===== config.mk =====
export PLATFORM = sky130hd
export DESIGN_NAME = kv_txn_scheduler
export DESIGN_NICKNAME = d
export VERILOG_FILES = /design/src/rtl/kv_pkg.sv /design/src/rtl/kv_txn_scheduler_rr_arbiter.sv /design/src/rtl/kv_txn_scheduler.sv
export SDC_FILE = /design/constraint.sdc
export NUM_CORES = 1
export LEC_CHECK = 0
export BUFFER_PORTS_ARGS = -buffer_cell sky130_fd_sc_hd__buf_2
export CORE_AREA = 2 2 172 174
export DETAILED_ROUTE_END_ITERATION = 6
export DIE_AREA = 0 0 174 176
export GPL_TIMING_DRIVEN = 1
export PLACE_DENSITY = 0.55
export SETUP_SLACK_MARGIN = 0.02
export SYNTH_ARGS = -nofsm -noshare
export SYNTH_HDL_FRONTEND = slang
export SYNTH_SLANG_ARGS = --single-unit

===== constraint.sdc =====
create_clock -name clock -period 7.5 [get_ports clock]
set_input_delay 0 -clock clock [delete_from_list [all_inputs] [get_ports clock]]
set_output_delay 0 -clock clock [all_outputs]
set_load 0.01 [all_outputs]

===== src/rtl/kv_pkg.sv =====
//------------------------------------------------------------------------------
// kv_pkg : shared encodings for the key/value transaction scheduler
// Revision: 1.0
//------------------------------------------------------------------------------
`default_nettype none

package kv_pkg;

    localparam logic [1:0] OP_SEARCH  = 2'd0;
    localparam logic [1:0] OP_CREDIT  = 2'd1;
    localparam logic [1:0] OP_DEBIT   = 2'd2;
    localparam logic [1:0] OP_ILLEGAL = 2'd3;

    localparam logic [1:0] STS_OK        = 2'd0;
    localparam logic [1:0] STS_NOT_FOUND = 2'd1;
    localparam logic [1:0] STS_REJECT    = 2'd2;
    localparam logic [1:0] STS_OVERFLOW  = 2'd3;

    localparam logic [1:0] SIG_SEARCH   = 2'd0;
    localparam logic [1:0] SIG_TRANSACT = 2'd2;

    typedef enum logic [2:0] {
        S_IDLE   = 3'd0,
        S_LOOKUP = 3'd1,
        S_CHECK  = 3'd2,
        S_COMMIT = 3'd3,
        S_RESP   = 3'd4
    } state_t;

endpackage

`default_nettype wire


===== src/rtl/kv_txn_scheduler_rr_arbiter.sv =====
//------------------------------------------------------------------------------
// rr_arbiter : round-robin arbiter, pointer advances past the accepted grant
// Revision: 1.0
//------------------------------------------------------------------------------
`default_nettype none

module rr_arbiter #(
    parameter int NUM_REQ = 4
) (
    input  logic                       clock,
    input  logic                       reset_n,
    input  logic                       enable,
    input  logic [NUM_REQ-1:0]         req,
    output logic [NUM_REQ-1:0]         grant,
    output logic [$clog2(NUM_REQ)-1:0] grant_idx,
    output logic                       grant_valid
);

    localparam int IW = $clog2(NUM_REQ);
    localparam logic [IW-1:0] C_LAST = IW'(NUM_REQ - 1);

    logic [IW-1:0] r_ptr;

    // First pass looks at or after the pointer, second pass wraps around.
    always_comb begin
        grant       = '0;
        grant_idx   = '0;
        grant_valid = 1'b0;
        for (int i = 0; i < NUM_REQ; i++) begin
            if (!grant_valid && req[i] && (IW'(i) >= r_ptr)) begin
                grant_valid = 1'b1;
                grant_idx   = IW'(i);
                grant[i]    = 1'b1;
            end
        end
        for (int i = 0; i < NUM_REQ; i++) begin
            if (!grant_valid && req[i]) begin
                grant_valid = 1'b1;
                grant_idx   = IW'(i);
                grant[i]    = 1'b1;
            end
        end
    end

    always_ff @(posedge clock or negedge reset_n) begin
        if (!reset_n) begin
            r_ptr <= '0;
        end else if (enable && grant_valid) begin
            r_ptr <= (grant_idx == C_LAST) ? '0 : grant_idx + IW'(1);
        end
    end

endmodule

`default_nettype wire


===== src/rtl/kv_txn_scheduler.sv =====
//------------------------------------------------------------------------------
// kv_txn_scheduler : arbitrates search/credit/debit requests onto the KV store
// Revision: 1.0
//------------------------------------------------------------------------------
`default_nettype none

module kv_txn_scheduler #(
    parameter int                    NUM_REQ        = 4,
    parameter int                    DATA_WIDTH     = 32,
    parameter int                    STORE_LATENCY  = 4,
    parameter logic [DATA_WIDTH-1:0] NOT_FOUND_ADDR = '1
) (
    input  logic                          clock,
    input  logic                          reset_n,
    input  logic [NUM_REQ-1:0]            req_valid,
    output logic [NUM_REQ-1:0]            req_ready,
    input  logic [2*NUM_REQ-1:0]          req_op,
    input  logic [DATA_WIDTH*NUM_REQ-1:0] req_key,
    input  logic [DATA_WIDTH*NUM_REQ-1:0] req_amount,
    output logic                          rsp_valid,
    input  logic                          rsp_ready,
    output logic [$clog2(NUM_REQ)-1:0]    rsp_id,
    output logic [1:0]                    rsp_status,
    output logic [DATA_WIDTH-1:0]         rsp_value,
    output logic                          ram_enable,
    output logic                          write_enable,
    output logic [DATA_WIDTH-1:0]         key,
    output logic [1:0]                    signal,
    output logic [DATA_WIDTH-1:0]         transact_value,
    output logic                          transact_kind,
    input  logic [DATA_WIDTH-1:0]         value_addr,
    input  logic [DATA_WIDTH-1:0]         updated_value,
    output logic                          busy
);

    import kv_pkg::*;

    localparam int IW = $clog2(NUM_REQ);
    localparam int CW = $clog2(STORE_LATENCY + 1);
    localparam logic [CW-1:0] C_CNT_LAST = CW'(STORE_LATENCY - 1);

    state_t                r_state, w_next;
    logic [CW-1:0]         r_cnt;
    logic                  w_cnt_last, w_idle;
    logic [NUM_REQ-1:0]    w_grant;
    logic [IW-1:0]         w_grant_idx;
    logic                  w_grant_valid;
    logic [1:0]            w_sel_op;
    logic [DATA_WIDTH-1:0] w_sel_key, w_sel_amount;
    logic [IW-1:0]         r_id;
    logic [1:0]            r_op;
    logic [DATA_WIDTH-1:0] r_key, r_amount, r_cur;
    logic                  r_not_found;
    logic [1:0]            w_chk_status;
    logic                  w_chk_commit, w_ovf;

    assign w_idle     = (r_state == S_IDLE);
    assign w_cnt_last = (r_cnt == C_CNT_LAST);
    assign busy       = !w_idle;
    assign req_ready  = (reset_n && w_idle) ? w_grant : '0;

    rr_arbiter #(.NUM_REQ(NUM_REQ)) u_arb (
        .clock       (clock),
        .reset_n     (reset_n),
        .enable      (w_idle),
        .req         (req_valid),
        .grant       (w_grant),
        .grant_idx   (w_grant_idx),
        .grant_valid (w_grant_valid)
    );

    always_comb begin
        w_sel_op     = '0;
        w_sel_key    = '0;
        w_sel_amount = '0;
        for (int i = 0; i < NUM_REQ; i++) begin
            if (w_grant[i]) begin
                w_sel_op     = req_op[2*i +: 2];
                w_sel_key    = req_key[DATA_WIDTH*i +: DATA_WIDTH];
                w_sel_amount = req_amount[DATA_WIDTH*i +: DATA_WIDTH];
            end
        end
    end

    // cur + amount overflows exactly when amount exceeds the headroom ~cur.
    assign w_ovf = (r_amount > ~r_cur);

    always_comb begin
        w_chk_status = STS_OK;
        w_chk_commit = 1'b0;
        if (r_op == OP_ILLEGAL)                             w_chk_status = STS_REJECT;
        else if (r_not_found)                               w_chk_status = STS_NOT_FOUND;
        else if (r_op == OP_SEARCH)                         w_chk_status = STS_OK;
        else if ((r_op == OP_DEBIT) && (r_amount > r_cur))  w_chk_status = STS_REJECT;
        else if ((r_op == OP_CREDIT) && w_ovf)              w_chk_status = STS_OVERFLOW;
        else                                                w_chk_commit = 1'b1;
    end

    always_comb begin
        w_next         = r_state;
        ram_enable     = 1'b0;
        write_enable   = 1'b0;
        key            = '0;
        signal         = SIG_SEARCH;
        transact_value = '0;
        transact_kind  = 1'b0;
        case (r_state)
            S_IDLE:   if (w_grant_valid) w_next = S_LOOKUP;
            S_LOOKUP: begin
                ram_enable = 1'b1;
                key        = r_key;
                if (w_cnt_last) w_next = S_CHECK;
            end
            S_CHECK:  w_next = w_chk_commit ? S_COMMIT : S_RESP;
            S_COMMIT: begin
                ram_enable     = 1'b1;
                write_enable   = 1'b1;
                key            = r_key;
                signal         = SIG_TRANSACT;
                transact_value = r_amount;
                transact_kind  = (r_op == OP_CREDIT);
                if (w_cnt_last) w_next = S_RESP;
            end
            S_RESP:   if (rsp_ready) w_next = S_IDLE;
            default:  w_next = S_IDLE;
        endcase
    end

    always_ff @(posedge clock or negedge reset_n) begin
        if (!reset_n) r_state <= S_IDLE;
        else          r_state <= w_next;
    end

    always_ff @(posedge clock or negedge reset_n) begin
        if (!reset_n) begin
            r_cnt       <= '0;
            r_id        <= '0;
            r_op        <= '0;
            r_key       <= '0;
            r_amount    <= '0;
            r_cur       <= '0;
            r_not_found <= 1'b0;
            rsp_valid   <= 1'b0;
            rsp_id      <= '0;
            rsp_status  <= '0;
            rsp_value   <= '0;
        end else begin
            if (r_state != w_next)
                r_cnt <= '0;
            else if ((r_state == S_LOOKUP) || (r_state == S_COMMIT))
                r_cnt <= r_cnt + CW'(1);

            if (w_idle && w_grant_valid) begin
                r_id     <= w_grant_idx;
                r_op     <= w_sel_op;
                r_key    <= w_sel_key;
                r_amount <= w_sel_amount;
            end

            if ((r_state == S_LOOKUP) && w_cnt_last) begin
                r_cur       <= updated_value;
                r_not_found <= (value_addr == NOT_FOUND_ADDR);
            end

            if ((r_state == S_CHECK) && !w_chk_commit) begin
                rsp_valid  <= 1'b1;
                rsp_id     <= r_id;
                rsp_status <= w_chk_status;
                rsp_value  <= r_cur;
            end else if ((r_state == S_COMMIT) && w_cnt_last) begin
                rsp_valid  <= 1'b1;
                rsp_id     <= r_id;
                rsp_status <= STS_OK;
                rsp_value  <= updated_value;
            end else if ((r_state == S_RESP) && rsp_ready) begin
                rsp_valid  <= 1'b0;
            end
        end
    end

endmodule

`default_nettype wire


## Word level (Yosys, flattened, before mapping)

Cells that the tools add are included.
Widths: inputs -> output; s select.

- Add/sub/neg operators: 2
- $mul: 0
- Divide/modulo/power cells: 0
- $lt $le $gt $ge: 6
- Equal/unequal tests: 11
- Shifts and indexed selects: 0
- Multiplexer cells: 69
- Bitwise gates (word level): 1
- Reductions and logical operators: 35

Operators by type and width:

| operator | count |
|---|---|
| $mux 32 | 12 |
| $gt 32x32->1 | 2 |
| $mux 2 | 21 |
| $eq 32x32->1 const B | 1 |
| $not 32->32 | 1 |
| $mux 1 | 27 |
| $mux 3 | 7 |
| $logic_and 1x1->1 | 19 |
| $pmux 3 s5 | 1 |
| $eq 3x2->1 const B | 3 |
| $logic_not 1->1 | 9 |
| $eq 2x2->1 const B | 3 |
| $ge 1x2->1 const A | 2 |
| $ge 2x2->1 const A | 2 |
| $mux 4 | 1 |
| $reduce_bool 2->1 | 2 |
| $add 3x1->3 const B | 1 |
| $eq 3x1->1 const B | 1 |
| $eq 3x3->1 const B | 1 |
| $logic_not 3->1 | 1 |
| $ne 3x3->1 | 1 |
| $reduce_bool 3->1 | 1 |
| $add 2x1->2 const B | 1 |
| $eq 2x1->1 const B | 1 |
| other kinds (3) | 3 |

- Register bits after elaboration: 146
- Latch bits: 0
- Memory bits (writable): 0
- ROM bits: 0
- Input port bits: 335
- Output and inout bits: 111
- Memories: 0

## Depth between registers and ports, before layout

- Depth after elaboration: 31
- Gate-level depth with buffers: 12

## By module

From an unflattened synthesis, not the netlist that was laid out.

- Cells, all modules: 1216
- Area total of the unflattened synthesis: 9824.4 um2

Modules (own cells, without submodules):

| module | times used | cells each | area each (um2) |
|---|---|---|---|
| kv_txn_scheduler | 1 | 1178 | 9532.9 |
| rr_arbiter | 1 | 38 | 291.5 |

## Worst setup path before layout

OpenSTA, ideal clock, no wires.

- Kind: reg-to-reg
- From: register r_amount[15]
- To: register rsp_id[0]
- Library setup time: 0.125 ns
- Arrival: 2.856 ns
- Required time: 7.375 ns
- Slack: 4.520 ns
- Cell stages (with the launch flop): 10
- Path buffers: 0
- Cell sequence: dfrtp_1 ha_1 or4_4 nor3_4 and4_4 a21oi_2 a221oi_2 nand3b_2 o2111ai_4 mux2_2

- Word-level cells in the longest chain between the ends: 10

RTL lines:

| element | line | source |
|---|---|---|
| start, declared | kv_txn_scheduler.sv:52 | `logic [DATA_WIDTH-1:0] r_key, r_amount, r_cur;` |
| start signal, assigned | kv_txn_scheduler.sv:157 | `r_amount <= w_sel_amount;` |
| $gt 32x32->1 | kv_txn_scheduler.sv:86 | `assign w_ovf = (r_amount > ~r_cur);` |
| $logic_and 1x1->1 | kv_txn_scheduler.sv:95 | `else if ((r_op == OP_CREDIT) && w_ovf) w_chk_status = STS_OVERFLOW;` |
| $mux 1 | kv_txn_scheduler.sv:95 |  |
| $mux 1 (*) | kv_txn_scheduler.sv:94 | `else if ((r_op == OP_DEBIT) && (r_amount > r_cur)) w_chk_status = STS_REJECT;` |
| $mux 1 (*) | kv_txn_scheduler.sv:93 | `else if (r_op == OP_SEARCH) w_chk_status = STS_OK;` |
| $mux 1 (*) | kv_txn_scheduler.sv:92 | `else if (r_not_found) w_chk_status = STS_NOT_FOUND;` |
| $mux 1 (*) | kv_txn_scheduler.sv:91 | `if (r_op == OP_ILLEGAL) w_chk_status = STS_REJECT;` |
| $logic_not 1->1 (*) | kv_txn_scheduler.sv:165 | `if ((r_state == S_CHECK) && !w_chk_commit) begin` |
| $logic_and 1x1->1 (*) | kv_txn_scheduler.sv:165 |  |
| $mux 2 / $reduce_bool 2->1 (equally long branches) | n/a |  |
| end signal, assigned | kv_txn_scheduler.sv:167 | `rsp_id <= r_id;` |
| end signal, assigned | kv_txn_scheduler.sv:172 | `rsp_id <= r_id;` |
| end, declared | kv_txn_scheduler.sv:22 | `output logic [$clog2(NUM_REQ)-1:0] rsp_id,` |

Mark *: on every way between the ends. The rest lies on a longest branch, timed or not.
A chain may end at the register's enable or synchronous reset.

## Worst setup path after layout

- From: register r_amount[30]
- To: register rsp_value[6]

- Word-level cells in the longest chain between the ends: 10

RTL lines:

| element | line | source |
|---|---|---|
| $gt 32x32->1 | kv_txn_scheduler.sv:86 |  |
| $logic_and 1x1->1 | kv_txn_scheduler.sv:95 |  |
| $mux 1 | kv_txn_scheduler.sv:95 |  |
| $mux 1 (*) | kv_txn_scheduler.sv:94 |  |
| $mux 1 (*) | kv_txn_scheduler.sv:93 |  |
| $mux 1 (*) | kv_txn_scheduler.sv:92 |  |
| $mux 1 (*) | kv_txn_scheduler.sv:91 |  |
| $logic_not 1->1 (*) | kv_txn_scheduler.sv:165 |  |
| $logic_and 1x1->1 (*) | kv_txn_scheduler.sv:165 |  |
| $mux 32 / $reduce_bool 2->1 (equally long branches) | n/a |  |
| end signal, assigned | kv_txn_scheduler.sv:169 | `rsp_value <= r_cur;` |
| end signal, assigned | kv_txn_scheduler.sv:174 | `rsp_value <= updated_value;` |
| end, declared | kv_txn_scheduler.sv:24 | `output logic [DATA_WIDTH-1:0] rsp_value,` |

Marked as above.

==> summary.md <==
| Metric | Value |
|---|---|
| Setup violators final | `0` |
| Critical Path Start | `r_amount[30]$_DFFE_PN0P_` |
| CTS tree | `done` |
| Relative slew slack | `49.9%` |
| Fill cells | `2789` |
| Clock Skew | `0.0120 ns` |
| Rows | `62` |
| Post-synthesis xor/xnor area fraction | `0.0969%` |
| Power Density | `395 mW/mm²` |
| Final min period | `3.80 ns` |
| Main synth FF type | `dfrtp_1` |
| Post-Syn Area | `0.00903 mm²` |
| Multiplexer share of the synthesized area | `0.249%` |
| Pin count of the biggest net entering global routing | `76` |
| Max-cap violations | `0` |
| Port Buffers | `444` |
| Crit path capture | `rsp_value[6]$_DFFE_PN0P_` |
| Routed vias | `10065` |
| Core Box Area | `0.0285 mm²` |
| Ports | `446` |
| Fin. Hold Viols | `0` |
| RSZ-0062 raised after global routing | `no` |
| Depth of the worst hold-timing path | `3` |
| Synthesis Warnings | `0` |
| Router iterations before antenna repair | `7` |
| Routed WL | `35600 µm` |
| Area grow syn2layout | `52.5%` |
| Multi-input logic area | `0.00484 mm²` |
| Worst Hold Margin | `0.0133 ns` |
| ANT nets after route | `0` |
| Clock latency on the worst-skew pair | `0.43 ns` |
| Worst Max-Slew Pin Slew | `0.751 ns` |
| Total power | `5.44 mW` |
| Gr ovfl total | `0` |
| Average size of a mapped cell | `9.15 µm²` |
| Number of flops mapped to enable cells by yosys | `0` |
| Crit path required time | `7.87 ns` |
| Status | `finished with violations` |
| Global-route wire length before repair | `55200 µm` |
| First DRT Iteration DRCs | `864` |
| Critical path class | `flop to flop` |
| Register area | `0.00365 mm²` |
| Hold_buf cts | `167` |
| Ys async rst share | `100%` |
| Most frequent cells in the layout | `buf_2, dlygate4sd3_1, dfrtp_1, nand2_1, nor2_1` |
| Fraction of the yosys area taken by sequential cells | `40.4%` |
| Initial Utilization | `31.6%` |
| DR WL/cell | `18.2 µm` |
| Reg2reg end | `rsp_value[6]$_DFFE_PN0P_` |
| Die Width | `174 µm` |
| R2R cell count | `10` |
| Failing checks | `design-rule violations` |
| Vias in the first global route | `10107` |
| R2R Setup Slk | `3.70 ns` |
| CTS Buf Count | `17` |
| Nets | `1956` |
| Hold crit path type | `input port to flop` |
| Peak supply drop | `0.149 mV` |
| Leakage power total | `6.70 nW` |
| Detailed placer's ending HPWL | `25400 µm` |
| CTS clock-pin slew for the worst setup and hold paths | `0.07 ns` |
| Syn Inst Count | `987` |
| Endpoint class of the critical path | `flop` |
| Post-Synth Adder-Cell Area | `9.14%` |
| Post-Syn Nets | `1388` |
| Synth Area in Simple Gates | `20.2%` |
| FMAX | `263 MHz` |
| Main combinational cell family by area after synthesis | `compound AO/OA/AOI/OAI gates` |
| Post-CTS Repair Setup Buffers | `0` |
| FF-to-FF Start | `r_amount[30]$_DFFE_PN0P_` |
| Vias/cell | `5.16` |
| CP max FO | `31` |
| Share of cells above drive strength 1 | `33.6%` |
| Htree depth | `4` |
| Commonest non-fill, non-tap cell in the layout | `buf_2` |
| Post-CTS resize count | `0` |
| RePlAce Congestion | `0.822` |
| Die ar. | `0.0306 mm²` |
| Post-synth top area share | `40.4%` |
| WP data arrival | `4.17 ns` |
| Synth area leader | `dfrtp_1` |
| TNS Setup | `0 ns` |
| GRT Resource Usage Total | `22.9%` |
| DP Area | `0.0115 mm²` |
| Yosys reg bits | `146` |
| Final instance area | `0.0138 mm²` |
| Root buffer cell | `clkbuf_16` |
| # clock sinks | `146` |
| N_diodes | `0` |
| Post-route DRC violation count | `2` |
| CP Launch Type | `flop` |
| Final period utilization | `50.7%` |
| Antenna violations before repair | `0` |
| Max clock buf depth | `2` |
| Synth cell types | `66` |
| Chip Height | `176 µm` |
| Final number of max-transition violations | `0` |
| Synth top area cells | `dfrtp_1, ha_1, a222oi_1` |
| Area fraction in compound gates after synthesis | `23.7%` |
==> cells in the mapped netlist (all sizes together), types with 3 or more instances <==
| cell | count |
|---|---|
| nor2b | 8 |
| a222oi | 66 |
| a31oi | 66 |
| nor3 | 4 |
| nand2 | 114 |
| a21oi | 34 |
| a221o | 35 |
| a21o | 6 |
| and3 | 33 |
| nor3b | 3 |
| dfrtp | 146 |
| or2b | 3 |
| ha | 66 |
| inv | 52 |
| clkbuf | 64 |
| a21boi | 4 |
| nor4 | 7 |
| o21ai | 44 |
| nor2 | 90 |
| a211oi | 4 |
| o21bai | 4 |
| nand2b | 3 |
| buf | 11 |
| o31ai | 3 |
| and2 | 66 |
| nand4 | 16 |
| nand3 | 5 |
==> registers in the layout, indices dropped and copies added, names as in the netlist <==
signal / cells
r_amount: 32
r_cur: 32
r_key: 32
rsp_value: 32
r_cnt: 3
r_state: 3
r_id: 2
r_op: 2
rsp_id: 2
rsp_status: 2
u_arb.r_ptr: 2
r_not_found: 1
rsp_valid: 1
==> area by class of cell <==
type | count | area share (%)
inverter | 52 | 1.42
timing repair buffer | 624 | 29.0
clock inverter | 15 | 1.34
tap | 384 | 3.49
multi-input combinational | 714 | 35.2
sequential | 146 | 26.5
clock buffer | 17 | 3.09
==> metal layers <==
metal | track usage, % | routed length, µm | part of all wire (%)
met5 | 0 | 0 | 0
met4 | 7.35 | 880 | 2.5
met3 | 4.72 | 2250 | 6.3
met2 | 39.6 | 17500 | 49
met1 | 28.7 | 15000 | 42
==> critical path, stage by stage, from the launching register on <==
cell	delay, ns
dfrtp_1	0.41
ha_1	0.37
nor4_1	0.64
nand4_1	0.27
nor4_2	0.40
a21oi_2	0.12
a221oi_2	0.32
nand3b_2	0.18
o2111ai_4	0.32
buf_4	0.45
a221o_1	0.23
==> through the flow <==
stage,std cells,util [%],setup WS (ns)
4_1_cts,1952,48.3,3.68
3_3_place_gp,1753,40.3,3.90
6_report,1952,48.3,3.70
5_1_grt,1952,48.3,3.38
3_5_place_dp,1753,40.3,3.70
2_1_floorplan,987,-,4.52
==> cell families (layout without fill, tap and decap cells) <==
family | after synthesis | in the layout
adder cells (fa/ha/maj) | 66 | 66
XOR/XNOR | 1 | 1
multiplexers | 2 | 2
buffers and inverters | 127 | 708
other | 1 | 1
flip-flops | 146 | 146
AND/OR/NAND/NOR | 362 | 362
AO/OA/AOI/OAI | 282 | 282
==> where the power goes <==
| part | internal, mW | leakage [nW] | switching, mW |
|---|---|---|---|
| clock | 0.479 | 0.291 | 0.408 |
| sequential | 1.18 | 1.73 | 0.337 |
| combinational | 1.44 | 4.67 | 1.59 |
| total | 3.10 | 6.70 | 2.34 |
==> how the worst min path moves through the flow <==
stage / end / start
4_1_cts: r_amount[31]$_DFFE_PN0P_ / req_amount[31]
3_5_place_dp: r_cur[22]$_DFFE_PN0P_ / reset_n
2_1_floorplan: r_amount[0]$_DFFE_PN0P_ / reset_n
6_report: r_amount[31]$_DFFE_PN0P_ / req_amount[31]
3_3_place_gp: rsp_value[22]$_DFFE_PN0P_ / reset_n
5_1_grt: r_amount[31]$_DFFE_PN0P_ / req_amount[31]
(Power assumes the default switching activity.)
